<file path="src/rtl/branch_history_predictor_pkg.sv">
// Shared types for the gshare branch direction predictor.
// Counter encodings, FSM states and default geometry.
package bp_pkg;

    typedef logic [1:0] bp_counter_t;

    localparam bp_counter_t CNT_SNT = 2'b00;
    localparam bp_counter_t CNT_WNT = 2'b01;
    localparam bp_counter_t CNT_WT  = 2'b10;
    localparam bp_counter_t CNT_ST  = 2'b11;

    localparam int BP_DEF_PHT_IDX_WIDTH = 6;
    localparam int BP_DEF_GHR_WIDTH     = 6;

    typedef enum logic {
        BP_INIT  = 1'b0,
        BP_READY = 1'b1
    } bp_state_t;

endpackage

</file>
<file path="src/rtl/branch_history_predictor_if.sv">
// Fetch/execute-facing bundle of the branch predictor.
// master = pipeline side, slave = predictor.
interface bp_if #(
    parameter int PHT_IDX_WIDTH = 6,
    parameter int GHR_WIDTH     = 6
);
    logic                     lookup_req;
    logic [31:0]              lookup_pc;
    logic                     lookup_ready;
    logic                     pred_valid;
    logic                     pred_taken;
    logic [PHT_IDX_WIDTH-1:0] pred_idx;
    logic                     update_valid;
    logic [PHT_IDX_WIDTH-1:0] update_idx;
    logic                     update_result;
    logic [GHR_WIDTH-1:0]     ghr;

    modport master (
        output lookup_req, lookup_pc, update_valid, update_idx, update_result,
        input  lookup_ready, pred_valid, pred_taken, pred_idx, ghr
    );

    modport slave (
        input  lookup_req, lookup_pc, update_valid, update_idx, update_result,
        output lookup_ready, pred_valid, pred_taken, pred_idx, ghr
    );
endinterface

</file>
<file path="src/rtl/branch_history_predictor_branch_counter.sv">
// Two-bit saturating counter next-state logic used on the PHT update path.
module branch_counter
    import bp_pkg::*;
(
    input  logic        taken_i,
    input  bp_counter_t cnt_i,
    output bp_counter_t cnt_o
);

    always_comb begin
        cnt_o = cnt_i;
        case (cnt_i)
            CNT_SNT: cnt_o = taken_i ? CNT_WNT : CNT_SNT;
            CNT_WNT: cnt_o = taken_i ? CNT_WT  : CNT_SNT;
            CNT_WT:  cnt_o = taken_i ? CNT_ST  : CNT_WNT;
            CNT_ST:  cnt_o = taken_i ? CNT_ST  : CNT_WT;
            default: cnt_o = cnt_i;
        endcase
    end

endmodule

</file>
<file path="src/rtl/branch_history_predictor.sv">
// Gshare direction predictor: flop-based PHT of 2-bit counters indexed by PC ^ GHR,
// registered 1-cycle lookup, execute-side updates, and a post-reset init walk.
module branch_history_predictor
    import bp_pkg::*;
#(
    parameter int          PHT_IDX_WIDTH = BP_DEF_PHT_IDX_WIDTH,
    parameter int          GHR_WIDTH     = BP_DEF_GHR_WIDTH,
    parameter bp_counter_t INIT_STATE    = CNT_WNT
) (
    input  logic clk,
    input  logic rst,
    bp_if.slave  bus
);

    localparam int PHT_ENTRIES = 1 << PHT_IDX_WIDTH;

    typedef logic [PHT_IDX_WIDTH-1:0] idx_t;
    typedef logic [GHR_WIDTH-1:0]     ghr_t;

    localparam idx_t PHT_LAST = '1;

    bp_state_t   state_q, state_d;
    idx_t        init_ptr_q, init_ptr_d;
    ghr_t        ghr_q, ghr_d;
    logic        pred_valid_q, pred_valid_d;
    logic        pred_taken_q, pred_taken_d;
    idx_t        pred_idx_q, pred_idx_d;
    bp_counter_t pht_q [PHT_ENTRIES];

    logic        ready;
    logic        upd_fire;
    logic        lkp_fire;
    idx_t        lkp_idx;
    bp_counter_t upd_cur;
    bp_counter_t upd_next;
    bp_counter_t lkp_cnt;
    logic        pht_we;
    idx_t        pht_waddr;
    bp_counter_t pht_wdata;

    // PC bits outside the index field do not participate in the hash.
    logic unused_pc_bits;
    assign unused_pc_bits = ^{bus.lookup_pc[31:PHT_IDX_WIDTH+2], bus.lookup_pc[1:0]};

    assign upd_cur = pht_q[bus.update_idx];

    branch_counter u_counter (
        .taken_i (bus.update_result),
        .cnt_i   (upd_cur),
        .cnt_o   (upd_next)
    );

    always_comb begin
        ready    = (state_q == BP_READY);
        upd_fire = ready && bus.update_valid;
        lkp_fire = ready && bus.lookup_req;
        lkp_idx  = bus.lookup_pc[PHT_IDX_WIDTH+1:2] ^ idx_t'(ghr_q);

        // Write-first: a same-cycle update to the looked-up entry is visible.
        if (upd_fire && (bus.update_idx == lkp_idx)) begin
            lkp_cnt = upd_next;
        end else begin
            lkp_cnt = pht_q[lkp_idx];
        end

        state_d      = state_q;
        init_ptr_d   = init_ptr_q;
        ghr_d        = ghr_q;
        pht_we       = 1'b0;
        pht_waddr    = bus.update_idx;
        pht_wdata    = upd_next;

        case (state_q)
            BP_INIT: begin
                pht_we     = 1'b1;
                pht_waddr  = init_ptr_q;
                pht_wdata  = INIT_STATE;
                init_ptr_d = init_ptr_q + 1'b1;
                if (init_ptr_q == PHT_LAST) begin
                    state_d = BP_READY;
                end
            end
            BP_READY: begin
                if (upd_fire) begin
                    pht_we = 1'b1;
                    ghr_d  = {ghr_q[GHR_WIDTH-2:0], bus.update_result};
                end
            end
            default: state_d = BP_INIT;
        endcase

        pred_valid_d = lkp_fire;
        pred_taken_d = lkp_fire ? lkp_cnt[1] : pred_taken_q;
        pred_idx_d   = lkp_fire ? lkp_idx    : pred_idx_q;
    end

    always_ff @(posedge clk) begin
        if (rst) begin
            state_q      <= BP_INIT;
            init_ptr_q   <= '0;
            ghr_q        <= '0;
            pred_valid_q <= 1'b0;
            pred_taken_q <= 1'b0;
            pred_idx_q   <= '0;
        end else begin
            state_q      <= state_d;
            init_ptr_q   <= init_ptr_d;
            ghr_q        <= ghr_d;
            pred_valid_q <= pred_valid_d;
            pred_taken_q <= pred_taken_d;
            pred_idx_q   <= pred_idx_d;
        end
    end

    // The array has no reset of its own; the init walk defines every entry.
    always_ff @(posedge clk) begin
        if (!rst && pht_we) begin
            pht_q[pht_waddr] <= pht_wdata;
        end
    end

    assign bus.lookup_ready = ready;
    assign bus.pred_valid   = pred_valid_q;
    assign bus.pred_taken   = pred_taken_q;
    assign bus.pred_idx     = pred_idx_q;
    assign bus.ghr          = ghr_q;

endmodule

</file>
<file path="src/flat_wrapper.sv">
// flat-port wrapper written by rule: the top's interface ports become plain ports
module branch_history_predictor_flat import bp_pkg::*;
#(
    parameter int          PHT_IDX_WIDTH = BP_DEF_PHT_IDX_WIDTH,
    parameter int          GHR_WIDTH     = BP_DEF_GHR_WIDTH,
    parameter bp_counter_t INIT_STATE    = CNT_WNT
)
  (clk, rst, bus_lookup_req, bus_lookup_pc, bus_update_valid, bus_update_idx, bus_update_result, bus_lookup_ready, bus_pred_valid, bus_pred_taken, bus_pred_idx, bus_ghr);
  bp_if #(.PHT_IDX_WIDTH(PHT_IDX_WIDTH), .GHR_WIDTH(GHR_WIDTH)) bus_i ();
  input  logic clk;
  input  logic rst;
  input wire logic [$bits(bus_i.lookup_req)-1:0] bus_lookup_req;
  input wire logic [$bits(bus_i.lookup_pc)-1:0] bus_lookup_pc;
  input wire logic [$bits(bus_i.update_valid)-1:0] bus_update_valid;
  input wire logic [$bits(bus_i.update_idx)-1:0] bus_update_idx;
  input wire logic [$bits(bus_i.update_result)-1:0] bus_update_result;
  output wire logic [$bits(bus_i.lookup_ready)-1:0] bus_lookup_ready;
  output wire logic [$bits(bus_i.pred_valid)-1:0] bus_pred_valid;
  output wire logic [$bits(bus_i.pred_taken)-1:0] bus_pred_taken;
  output wire logic [$bits(bus_i.pred_idx)-1:0] bus_pred_idx;
  output wire logic [$bits(bus_i.ghr)-1:0] bus_ghr;
  assign bus_i.lookup_req = bus_lookup_req;
  assign bus_i.lookup_pc = bus_lookup_pc;
  assign bus_i.update_valid = bus_update_valid;
  assign bus_i.update_idx = bus_update_idx;
  assign bus_i.update_result = bus_update_result;
  assign bus_lookup_ready = bus_i.lookup_ready;
  assign bus_pred_valid = bus_i.pred_valid;
  assign bus_pred_taken = bus_i.pred_taken;
  assign bus_pred_idx = bus_i.pred_idx;
  assign bus_ghr = bus_i.ghr;
  branch_history_predictor #(.PHT_IDX_WIDTH(PHT_IDX_WIDTH), .GHR_WIDTH(GHR_WIDTH), .INIT_STATE(INIT_STATE)) u_core (.clk(clk), .rst(rst), .bus(bus_i));
endmodule
</file>
<file path="config.mk">
export PLATFORM = sky130hd
export DESIGN_NAME = branch_history_predictor_flat
export DESIGN_NICKNAME = d
export VERILOG_FILES = /design/src/rtl/branch_history_predictor_pkg.sv /design/src/rtl/branch_history_predictor_if.sv /design/src/rtl/branch_history_predictor_branch_counter.sv /design/src/rtl/branch_history_predictor.sv /design/src/flat_wrapper.sv
export SDC_FILE = /design/constraint.sdc
export NUM_CORES = 1
export LEC_CHECK = 0
export ABC_AREA = 1
export CAP_MARGIN = 10
export CORE_UTILIZATION = 36
export CTS_CLUSTER_SIZE = 12
export DETAILED_ROUTE_END_ITERATION = 10
export DONT_BUFFER_PORTS = 1
export SYNTH_ARGS = -nofsm -noshare
export SYNTH_HDL_FRONTEND = slang
export SYNTH_SLANG_ARGS = --single-unit
</file>
<file path="constraint.sdc">
create_clock -name clk -period 3.1 [get_ports clk]
set_input_delay 0.31 -clock clk [delete_from_list [all_inputs] [get_ports clk]]
set_output_delay 0.31 -clock clk [all_outputs]
set_load 0.01 [all_outputs]
</file>
# After elaboration in Yosys (flattened, before gate mapping)

Memory sizes are Yosys's and may differ from the RTL's. A register that Yosys moved wholly into a read port is not among the register bits.
Cells that the tools add are included.

Equal/unequal tests: 4
Mux-type cells: 13
Add/subtract/negate cells: 1
Reduce and logical (&&, ||, !) cells: 6
Bitwise operators: 2

Operators by type and width:

| cell                                                             | number |
|---|---|
| 2-bit case mux with 4 select lines                               | 1 |
| 1-bit 2-to-1 mux                                                 | 7 |
| 6-bit by 1-bit adder with 6-bit output (second input constant)   | 1 |
| 6-bit == test (second input constant)                            | 1 |
| 2-bit 2-to-1 mux                                                 | 3 |
| 6-bit 2-to-1 mux                                                 | 1 |
| 6-bit bitwise XOR                                                | 1 |
| 2-bit == test (second input constant)                            | 2 |
| 1-bit logical AND                                                | 3 |
| 2-bit by 1-bit == test with 1-bit output (second input constant) | 1 |
| 2-bit logical NOT                                                | 1 |
| 1-bit case mux with 2 select lines                               | 1 |
| 2-bit AND reduction                                              | 1 |
| 1-bit logical NOT                                                | 1 |
| 1-bit NOT                                                        | 1 |

Memory bits (writable): 128
Logic and storage cells: 32
Memories: 1
Bits in registers: 20
Output and inout port bits: 15

Memories:

| memory       | depth | width | read ports | clocked after memory_dff | write ports | RTL line                       | source |
|---|---|---|---|---|---|---|---|
| u_core.pht_q | 64    | 2     | 2          | 1                        | 1           | branch_history_predictor.sv:28 | `bp_counter_t pht_q [PHT_ENTRIES];` |

# Logic depth before layout (Yosys ltp)

Gate-level depths: netlist of the first run.

Depth in word-level cells: 6
Depth in mapped cells: 16
Mapped depth without buffers: 15

# Hierarchy

From an unflattened synthesis of the first run, not the netlist that was laid out.

Cell total of the unflattened synthesis: 784
Area, all modules: 7215.7 um^2

Modules (own cells, without submodules):

| module                   | seq. area each (um^2) | instances | area an instance (um^2) | cells an instance |
|---|---|---|---|---|
| branch_history_predictor | 4264.1                | 1         | 7194.4                  | 779 |
| branch_counter           | 0.0                   | 1         | 21.3                    | 5 |

# Worst setup path after synthesis of the first run

OpenSTA, ideal clock, no wires.

Kind: input to register
Start point: input port bus_update_idx[1]
End point: memory u_core.pht_q[0][0] (netlist bit), data pin
Path buffers: 2
Setup time: 0.601 ns
Data required time: 2.499 ns
Arrival: 2.164 ns
Slack: 0.335 ns
Stages: 12
Path through: buf_2 inv_1 clkbuf_1 nand3_1 nand3_1 nand2_1 nand2_1 nand3_1 nand3_1 nand3_1 nand2_1 nand3_1

Cells in the longest elaborated chain, start to end: 4
Elaborated cells between the ends (all ways): 7
Those cells by class: eq/ne (3); mux (2); reduce/logical (1); memory (1)

Ends and longest elaborated chain:

| item                                  | RTL line                                      | source |
|---|---|---|
| start, declared                       | flat_wrapper.sv:15                            | `input wire logic [$bits(bus_i.update_idx)-1:0] bus_update_idx;` |
| memory 64 x 2 bit *                   | --                                            |  |
| 2-bit == test (tied with other cells) | branch_history_predictor_branch_counter.sv:12 | `case (cnt_i)` |
| 2-bit case mux with 4 select lines *  | branch_history_predictor_branch_counter.sv:12 |  |
| 2-bit 2-to-1 mux *                    | branch_history_predictor.sv:73                | `case (state_q)` |
| named net u_core.pht_wdata[0]         | branch_history_predictor.sv:39                | `bp_counter_t pht_wdata;` |
| end, declared                         | branch_history_predictor.sv:28                |  |

Mark *: on every way through the listed nets, which the timed path passes. The rest lies on a longest branch.

# Worst setup path in the final report of the first run

Start point: register u_core.ghr_q[0] (netlist: u_core.bus.ghr[0])
End point: register u_core.pred_taken_q (netlist: u_core.bus.pred_taken), read port of u_core.pht_q

Cells in the longest elaborated chain, start to end: 1

Ends and longest elaborated chain:

| item                   | RTL line                        | source |
|---|---|---|
| start, declared        | branch_history_predictor.sv:24  | `ghr_t ghr_q, ghr_d;` |
| start signal, assigned | branch_history_predictor.sv:108 | `ghr_q <= ghr_d;` |
| 6-bit bitwise XOR      | branch_history_predictor.sv:57  | `lkp_idx = bus.lookup_pc[PHT_IDX_WIDTH+1:2] ^ idx_t'(ghr_q);` |
| end, declared          | branch_history_predictor.sv:26  | `logic pred_taken_q, pred_taken_d;` |

Every way passes these cells.
A chain may end at the register's enable or synchronous reset.

==> impl_metrics.tcl, run 1 <==
set metrics [dict create \
    status "complete, no violations" \
    power_mw 4.659 \
    synth_top_area_frac 0.5220 \
    synth.distinct_cells 30 \
    grt_max_degree 67 \
    nFillCells 1968 \
    holdWs_ns 0.05128 \
    gr-usage-met1 0.2638 \
    rsz0062_at_grt "false" \
    place_congestion 0.8532 \
    htree_levels 4 \
    finalInstanceArea_um2 8369 \
    p_switching_uw 993.8 \
    vias 6014 \
    dp_cells 1109 \
    leakage_nw 3.348 \
    dpl.hpwl_um 12640 \
    place_area_um2 7737 \
    ys.warnings.count 0 \
    synth_edf_count 128 \
    io_buffers 0 \
    ctsResizeCount 0 \
    synth_mux_area_frac 0 \
    synth_xor_area_frac 0.01274 \
    sw_frac_of_total 0.2133 \
    clk_latency_ns 0.43 \
    drcViolationCount 0 \
    power_frac_comb 0.063 \
    synth_compound_area_frac 0.03042 \
    synth_ff_type "edfxtp_1" \
    place_ws_ns 0.5339 \
    drive_gt1_frac 0.06385 \
    final_max_slew_viol_count 0 \
    design.die.area_um2 21030 \
    overflow 0 \
    path_max_fanout 25 \
    worstMarginPinSlew_ns 0.6913 \
    yosysTopAreaCell "edfxtp_1" \
    cts.sinks 149 \
    syn_area_per_cell_um2 8.582 \
    crit_required_ns 3.42 \
    busiest_layer "met2" \
    final.setup_skew_ns 0.01051 \
    drt_iter0_drc 466 \
    start_kind "register" \
    cts_max_path_buffers 2 \
    pin_count 58 \
    die_y_um 145.0 \
    synthesis.nets 902 \
    diodes 0 \
    first_pass_iters 5 \
    critPathCaptureType "register" \
    clkPwrFrac 0.474 \
    clock.fmax_ghz 0.4164 \
    syn_inst 858 \
    clock-root-buffer "clkbuf_16" \
    hold_violations 0 \
    start_util 0.3722 \
    avgRoutedWirePerCell_um 18.01 \
    synth_seq_cells 149 \
    netlist_area_um2 7363 \
    cap_violations 0 \
    grt_pass1_vias 5704 \
    clk_pin_slew_ns 0.06 \
    worst-setup-path-type "reg -> reg" \
    synth-seq-area-share 0.5791 \
    fin_cells 1142 \
    arrival_ns 2.72 \
    cts_tree "yes" \
    min_path_type "in -> reg" \
    multi_input_area_um2 2597 \
    grt_use_met3 0.04277 \
    met2_usage 0.3346 \
    synth_adder_area_share 0.001699 \
    std_cell_rows 51 \
    cts_made_buffers 17 \
    pwr_density_cell_nw_per_um2 556.7 \
    area_delta_synth_final_pct 13.66 \
    coreArea_um2 19780 \
    wirelength_um 20570 \
    ys_top_cells_by_area "edfxtp_1 52%, nand2_1 13%, nand3_1 12%, dfxtp_1 5.7%, inv_1 4.4%" \
    setup_tns_ns 0 \
    period_share 0.7747 \
    finalSetupViolCount 0 \
    synth_top_family_by_area "simple AND/OR/NAND/NOR gates" \
    final_util 0.4231 \
    slew-limit-headroom 0.5363 \
    grt_pass1_wl_um 32210 \
    grtUsageTotal 0.2046 \
    seqCellArea_um2 4264 \
    p_int_mw 3.665 \
    yosys.area_share.simple 0.3072 \
    die_w_um 145.0 \
    ys_async_sr_fraction 0 \
    p_seq_frac 0.463 \
    antenna_found_initial 0 \
    fin_crit_ns 2.402 \
    nNetsFinal 908 \
    timing.final.ws_setup_ns 0.6985 \
    vias_per_cell 5.266 \
    peakVddDrop_v 0.0003056 \
    ant_nets 0 \
]
==> power by group through the flow <==
stage               sequential (mW)  clock, mW  combinational, mW
global route                   2.16       2.30              0.326
finish                         2.16       2.21              0.294
global placement               2.20          0              0.287
detailed placement             2.20          0              0.289
CTS                            2.16       2.22              0.292
floorplan                      2.20          0              0.211
==> what timing repair did <==
action                                  in CTS  in global routing
hold buffers                                 1                  0
endpoints found under the setup margin       0                  0
buffers inserted                             0                  0
hold endpoints to repair                     5                  0
==> synthesized netlist by cell type (2+ instances only) <==
master / instances
nand2_1: 250
nand3_1: 181
edfxtp_1: 128
inv_1: 86
nor2_1: 83
dfxtp_1: 21
o21ai_0: 19
buf_2: 18
clkbuf_1: 16
a21oi_1: 15
nand4_1: 8
xor2_1: 4
clkinv_1: 3
nor3_1: 3
o21ai_1: 3
xnor2_1: 3
inv_2: 2
nand3_2: 2
nand3b_1: 2
==> cell type report <==
| class | count | area share |
|---|---|---|
| clock buffers | 21 | 0.05262 |
| flip-flops and latches | 149 | 0.5095 |
| well taps | 265 | 0.03962 |
| inverters | 91 | 0.04081 |
| repair buffers | 23 | 0.02541 |
| clock inverters | 11 | 0.02168 |
| multi-input cells | 582 | 0.3104 |
==> routing by layer <==
layer | vias to the layer above | part of all wire
met5 | - | 0
met4 | 0 | 0.025
met3 | 34 | 0.073
met2 | 230 | 0.47
met1 | 2891 | 0.43
li1 | 2859 | -
==> final timing paths <==
path	start	slack, ns	end	cells past startpoint
setup / recovery	u_core.bus.ghr[0]	0.70	u_core.bus.pred_taken	14
hold / removal	bus_lookup_req	0.05	u_core.bus.pred_valid	2
setup reg to reg	u_core.bus.ghr[0]	0.70	u_core.bus.pred_taken	14
hold reg to reg	u_core.init_ptr_q[0]	0.51	u_core.init_ptr_q[0]	2
==> worst max-delay path, stage by stage (launching register included) <==
cell      delay, ns
dfxtp_1        0.42
nand2_1        0.24
nand2_1        0.40
buf_12         0.25
nand2_1        0.07
o211ai_1       0.09
nand3_1        0.12
nand3_1        0.13
nand3_1        0.13
nand3_1        0.12
nand3_1        0.07
nand2_1        0.06
inv_1          0.04
nand2_1        0.08
a21oi_2        0.05
==> registers in the layout, summed over array words and instances (netlist names) <==
name                     count
u_core.bus.pred_idx          6
u_core.bus.pred_valid        1
u_core.bus.ghr               6
u_core.bus.lookup_ready      1
u_core.pht_q               128
u_core.init_ptr_q            6
u_core.bus.pred_taken        1
==> cells in the final DEF (no fill, tap or decap), drive strengths merged <==
cell / count
clkbuf: 21
dlygate4sd3: 1
nand3: 183
dfxtp: 21
xor2: 5
o22ai: 1
o21a: 1
edfxtp: 128
xnor2: 4
nand3b: 2
bufinv: 5
o2111ai: 1
nor3: 3
and3: 1
ha: 1
a21oi: 16
o21ai: 22
clkinv: 9
buf: 22
nand4: 8
nand2: 250
inv: 88
nor2: 83
o211ai: 1
==> kinds of logic after synthesis <==
kind of cell / count (synthesis)
AOI/OAI and AO/OA: 42
xor gates and xnor gates: 9
adders and majority gates: 1
buffers and inverters: 127
DFF: 149
and+or+nand+nor: 530
No activity file was read; power rests on OpenSTA's default activity.
==> run 2: changes to the inputs <==
Clock period 3.1 ns to 2.1 ns, I/O delays scaled along.
==> run 2 against run 1 <==
Effect of this change: flip-flop and latch count is the same; core utilization is 1.4 points higher; combinational power rose by 66%; total power is 43% higher.
==> impl_metrics.tcl, run 2 (synthesis gave the netlist of run 1 again) <==
set metrics [dict create \
    clock-root-buffer "clkbuf_16" \
    finalSetupViolCount 0 \
    start_kind "register" \
    first_pass_iters 5 \
    cap_violations 0 \
    final_cell_mix "246 x nand2_1, 178 x nand3_1, 128 x edfxtp_1" \
    antenna_found_initial 0 \
    die_w_um 145.0 \
    place_congestion 0.9147 \
    clock.fmax_ghz 0.5145 \
    slew-limit-headroom 0.6768 \
    grtUsageTotal 0.1975 \
    nFillCells 1916 \
    diodes 0 \
    leakage_nw 3.457 \
    area_delta_synth_final_pct 17.40 \
    worst-setup-path-type "reg -> reg" \
    worstMarginPinSlew_ns 0.4816 \
    critPathCaptureType "register" \
    hold_violations 0 \
    path_max_fanout 9 \
    io_buffers 0 \
    wl_met3_um 1789 \
    status "complete, no violations" \
    vias_per_cell 5.170 \
    highest_layer "met4" \
    fin_crit_ns 1.944 \
    peakVddDrop_v 0.0003837 \
    nNetsFinal 926 \
    min_path_type "in -> reg" \
    crit_required_ns 2.22 \
    drt_iter0_drc 526 \
    dp_cells 1124 \
    wl_met2_um 9228 \
    std_cell_rows 51 \
    cts.sinks 149 \
    cts_made_buffers 17 \
    drcViolationCount 0 \
    dpl.hpwl_um 12650 \
    grt_max_degree 67 \
    coreArea_um2 19780 \
    ant_nets 0 \
    pwr_density_cell_nw_per_um2 769.5 \
    clk_pin_slew_ns 0.06 \
    htree_levels 4 \
    period_share 0.9256 \
    vias 5987 \
    largest_register_ffs 128 \
    grt_pass1_vias 5469 \
    arrival_ns 2.07 \
    drive_gt1_frac 0.09295 \
    pin_count 58 \
    start_util 0.3722 \
    largest-register "u_core.pht_q" \
    met1Wirelength_um 8887 \
    place_ws_ns 0.1110 \
    grt_pass1_wl_um 31140 \
    cts_tree "yes" \
    final_max_slew_viol_count 0 \
    overflow 0 \
    design.die.area_um2 21030 \
    final.setup_skew_ns 0.006584 \
    fin_cells 1158 \
    clk_latency_ns 0.43 \
    die_y_um 145.0 \
    cts_max_path_buffers 2 \
    avgRoutedWirePerCell_um 17.63 \
    final_common_cell "nand2_1" \
    wirelength_um 20410 \
    timing.final.ws_setup_ns 0.1562 \
]
[run 2: changes by cell type in the layout (fill, tap and decap cells not counted), moves of 2 or more]
cell,change
inv_2,+2
nand2_1,-4
nand3_2,+2
buf_4,+4
buf_12,+11
bufinv_16,-2
clkbuf_1,-2
nand2_2,+4
clkinvlp_4,+3
dlygate4sd3_1,+2
inv_1,-2
nand3_1,-2
[run 2: path summary, 6_finish.rpt]
check                           slack (ns)               startpoint                    to  cells after the start
worst min register to register        0.49     u_core.init_ptr_q[5]  u_core.init_ptr_q[5]                      2
worst min-delay path                  0.07         bus_update_valid     u_core.bus.ghr[0]                      2
worst max-delay path                  0.16  u_core.bus.lookup_ready    u_core.pht_q[6][1]                      7
worst max register to register        0.16  u_core.bus.lookup_ready    u_core.pht_q[6][1]                      7
[run 2: stage by stage]
step	instance area, µm²	TNS, ns	hold slack [ns]	utilization	power (mW)
CTS	8597	0	0.07180	0.4346	6.668
detailed placement	7999	0	0.2756	0.4044	3.712
global route	8645	-0.5044	0.08574	0.4370	6.849
finish	8645	0	0.07369	0.4370	6.652
floorplan	7423	-2.299	0.2724	-	3.569
global placement	7999	0	0.2738	0.4044	3.711
[run 2: repair_timing]
item	4_1_cts	5_1_grt
endpoints found under the hold margin	6	0
hold buffers	3	0
setup endpoints to repair	0	87
resized for setup	0	8
setup buffers	0	0
[run 2: worst max-delay path, cell delays in order, from the launching register on]
cell	delay (ns)
dfxtp_1	0.35
clkinv_1	0.22
nand2_1	0.20
o21ai_2	0.13
inv_1	0.13
nand4_1	0.21
buf_12	0.22
nor2_1	0.17
[run 2: area by class of cell]
| type | instances | area (µm²) | area share |
|---|---|---|---|
| inverter | 91 | 350.3 | 0.04053 |
| timing repair buffer | 41 | 508.0 | 0.05876 |
| clock buffer | 19 | 432.9 | 0.05008 |
| tap | 265 | 331.6 | 0.03836 |
| multi-input combinational | 582 | 2621 | 0.3032 |
| sequential | 149 | 4265 | 0.4934 |
| clock inverter | 11 | 135.1 | 0.01563 |
[run 2: where the power goes]
| group | internal [mW] | leakage [nW] | switching [mW] |
|---|---|---|---|
| Clock | 1.84 | 0.272 | 1.14 |
| Sequential | 3.18 | 1.43 | 0.00769 |
| Combinational | 0.179 | 1.75 | 0.309 |
[run 2: per-layer routing]
| layer | up-vias | GRT usage |
|---|---|---|
| li1 | 2903 | - |
| met1 | 2801 | 0.2631 |
| met2 | 249 | 0.3103 |
| met3 | 34 | 0.05031 |
| met4 | 0 | 0.06968 |
| met5 | - | 0 |
==> run 3: changes to the inputs <==
Clock period 2.1 ns to 1.6 ns, I/O delays scaled along.
==> run 3 against run 2 <==
Effect of this change: clock skew grew 0.0067 ns; fmax rose by 0.74%; largest power group unchanged; die area stayed put; the flow now finishes with violations (negative setup slack); critical endpoint is now u_core.bus.pred_taken; worst setup slack worse by 0.49 ns; highest routed layer unchanged.
==> impl_metrics.tcl, run 3 (synthesis gave the netlist of run 1 again) <==
set metrics [dict create \
    status "finished with violations" \
    violations "negative setup slack" \
    grtUsageTotal 0.2219 \
    worstMarginPinSlew_ns 0.6806 \
    start_util 0.3722 \
    grt_pass1_wl_um 35120 \
    drcViolationCount 0 \
    final.setup_skew_ns 0.01333 \
    leakage_nw 4.088 \
    dpl.hpwl_um 14000 \
    coreArea_um2 19780 \
    final_max_slew_viol_count 0 \
    p_int_mw 6.736 \
    cap_violations 0 \
    met2_usage 0.3541 \
    arrival_ns 2.29 \
    cpMostUsedCell "nand3_1" \
    period_share 1.206 \
    crit_slowest_cell "xnor2_4" \
    clk_pin_slew_ns 0.06 \
    design.die.area_um2 21030 \
    holdWs_ns 0.01761 \
    std_cell_rows 51 \
    clkPwrFrac 0.441 \
    die_w_um 145.0 \
    vias 6630 \
    htree_levels 4 \
    path_max_fanout 17 \
    overflow 0 \
    largest_register_ffs 128 \
    grt_pass1_vias 6276 \
    nNetsFinal 1019 \
    clock.fmax_ghz 0.5183 \
    dp_cells 1194 \
    clock-root-buffer "clkbuf_16" \
    finalSetupViolCount 257 \
    ant_nets 0 \
    start_kind "register" \
    grt_use_met3 0.05912 \
    timing.final.ws_setup_ns -0.3295 \
    vias_per_cell 5.296 \
    antenna_found_initial 0 \
    p_seq_frac 0.474 \
    peakVddDrop_v 0.0003858 \
    power_frac_comb 0.086 \
    worst-setup-path-type "reg -> reg" \
    p_switching_mw 2.081 \
    drive_gt1_frac 0.2908 \
    die_y_um 145.0 \
    slew-limit-headroom 0.5430 \
    cts_max_path_buffers 2 \
    place_congestion 0.8692 \
    critPathCaptureType "register" \
    busiest_layer "met2" \
    sw_frac_of_total 0.2360 \
    rsz0062_at_grt "true" \
    final_cell_mix "232 x nand2_1, 165 x nand3_1, 128 x edfxtp_1" \
    hold_violations 0 \
    cts_made_buffers 17 \
    fin_cells 1252 \
    area_delta_synth_final_pct 40.10 \
    diodes 0 \
    first_pass_iters 5 \
    grt_max_degree 67 \
    cp_slowest_stage_delay_ns 0.52 \
    crit_required_ns 1.96 \
    pwr_density_cell_nw_per_um2 854.7 \
    cts.sinks 149 \
    wirelength_um 23160 \
    pin_count 58 \
    gr-usage-met1 0.2787 \
    largest-register "u_core.pht_q" \
    nFillCells 1768 \
    min_path_type "in -> reg" \
    cts_tree "yes" \
    clk_latency_ns 0.43 \
    final_common_cell "nand2_1" \
    drt_iter0_drc 613 \
    place_ws_ns -0.2926 \
    fin_crit_ns 1.929 \
    cp_cell_sequence "xnor2_4 > nand3_1 > nand3_1 > nand3_1 > nand3_1 > nand3_1 > nand3_1 > nand2_1 > inv_1 > nand2_1 > a21oi_2" \
    avgRoutedWirePerCell_um 18.50 \
    io_buffers 0 \
]
## run 3: critical path, delay by kind of cell (launching register included)
family	cells	cell delay, ns
flip-flops	1	0.35
AO/OA/AOI/OAI	1	0.11
XOR/XNOR	1	0.52
AND/OR/NAND/NOR	8	0.83
buffers and inverters	1	0.08
## run 3: path summary, 6_finish.rpt
path | start | to | slack (ns) | cells after the start
worst max-delay path | u_core.bus.ghr[1] | u_core.bus.pred_taken | -0.33 | 11
worst min-delay path | bus_update_valid | u_core.bus.ghr[0] | 0.02 | 2
worst max register to register | u_core.bus.ghr[1] | u_core.bus.pred_taken | -0.33 | 11
worst min register to register | u_core.init_ptr_q[0] | u_core.init_ptr_q[0] | 0.53 | 2
## run 3: timing repair
action,CTS,global route
hold buffers,3,0
hold endpoints to repair,6,0
cloned,4,3
gates resized for setup,176,36
setup endpoints to repair,257,257
setup buffers,8,13
pin swaps,22,26
## run 3: cell type report
type	count	area [µm²]	share of cell area
clock buffers	18	429.2	0.04160
clock inverters	13	135.1	0.01310
inverters	91	370.4	0.03590
multi-input cells	582	3349	0.3247
flip-flops and latches	149	4270	0.4140
well taps	265	331.6	0.03214
repair buffers	134	1430	0.1386
## run 3: power by group through the flow
stage / combinational (mW) / clock, mW / sequential, mW
2_1_floorplan: 0.454 / 0 / 4.26
3_3_place_gp: 0.652 / 0 / 4.26
5_1_grt: 0.813 / 4.07 / 4.18
3_5_place_dp: 0.658 / 0 / 4.26
6_report: 0.755 / 3.88 / 4.18
4_1_cts: 0.728 / 3.91 / 4.18
## run 3: through the flow
step / instance area, µm² / util / power [mW] / setup TNS [ns]
CTS: 10080 / 0.5098 / 8.817 / -33.07
global route: 10320 / 0.5215 / 9.061 / -60.11
detailed placement: 8683 / 0.4390 / 4.919 / -57.69
floorplan: 7579 / - / 4.714 / -36.77
finish: 10320 / 0.5215 / 8.817 / -44.42
global placement: 8683 / 0.4390 / 4.913 / -55.37
## run 3: layer usage
layer,share of wire,vias up
li1,-,3105
met1,0.41,3165
met2,0.47,316
met3,0.093,44
met4,0.029,0
met5,0,-
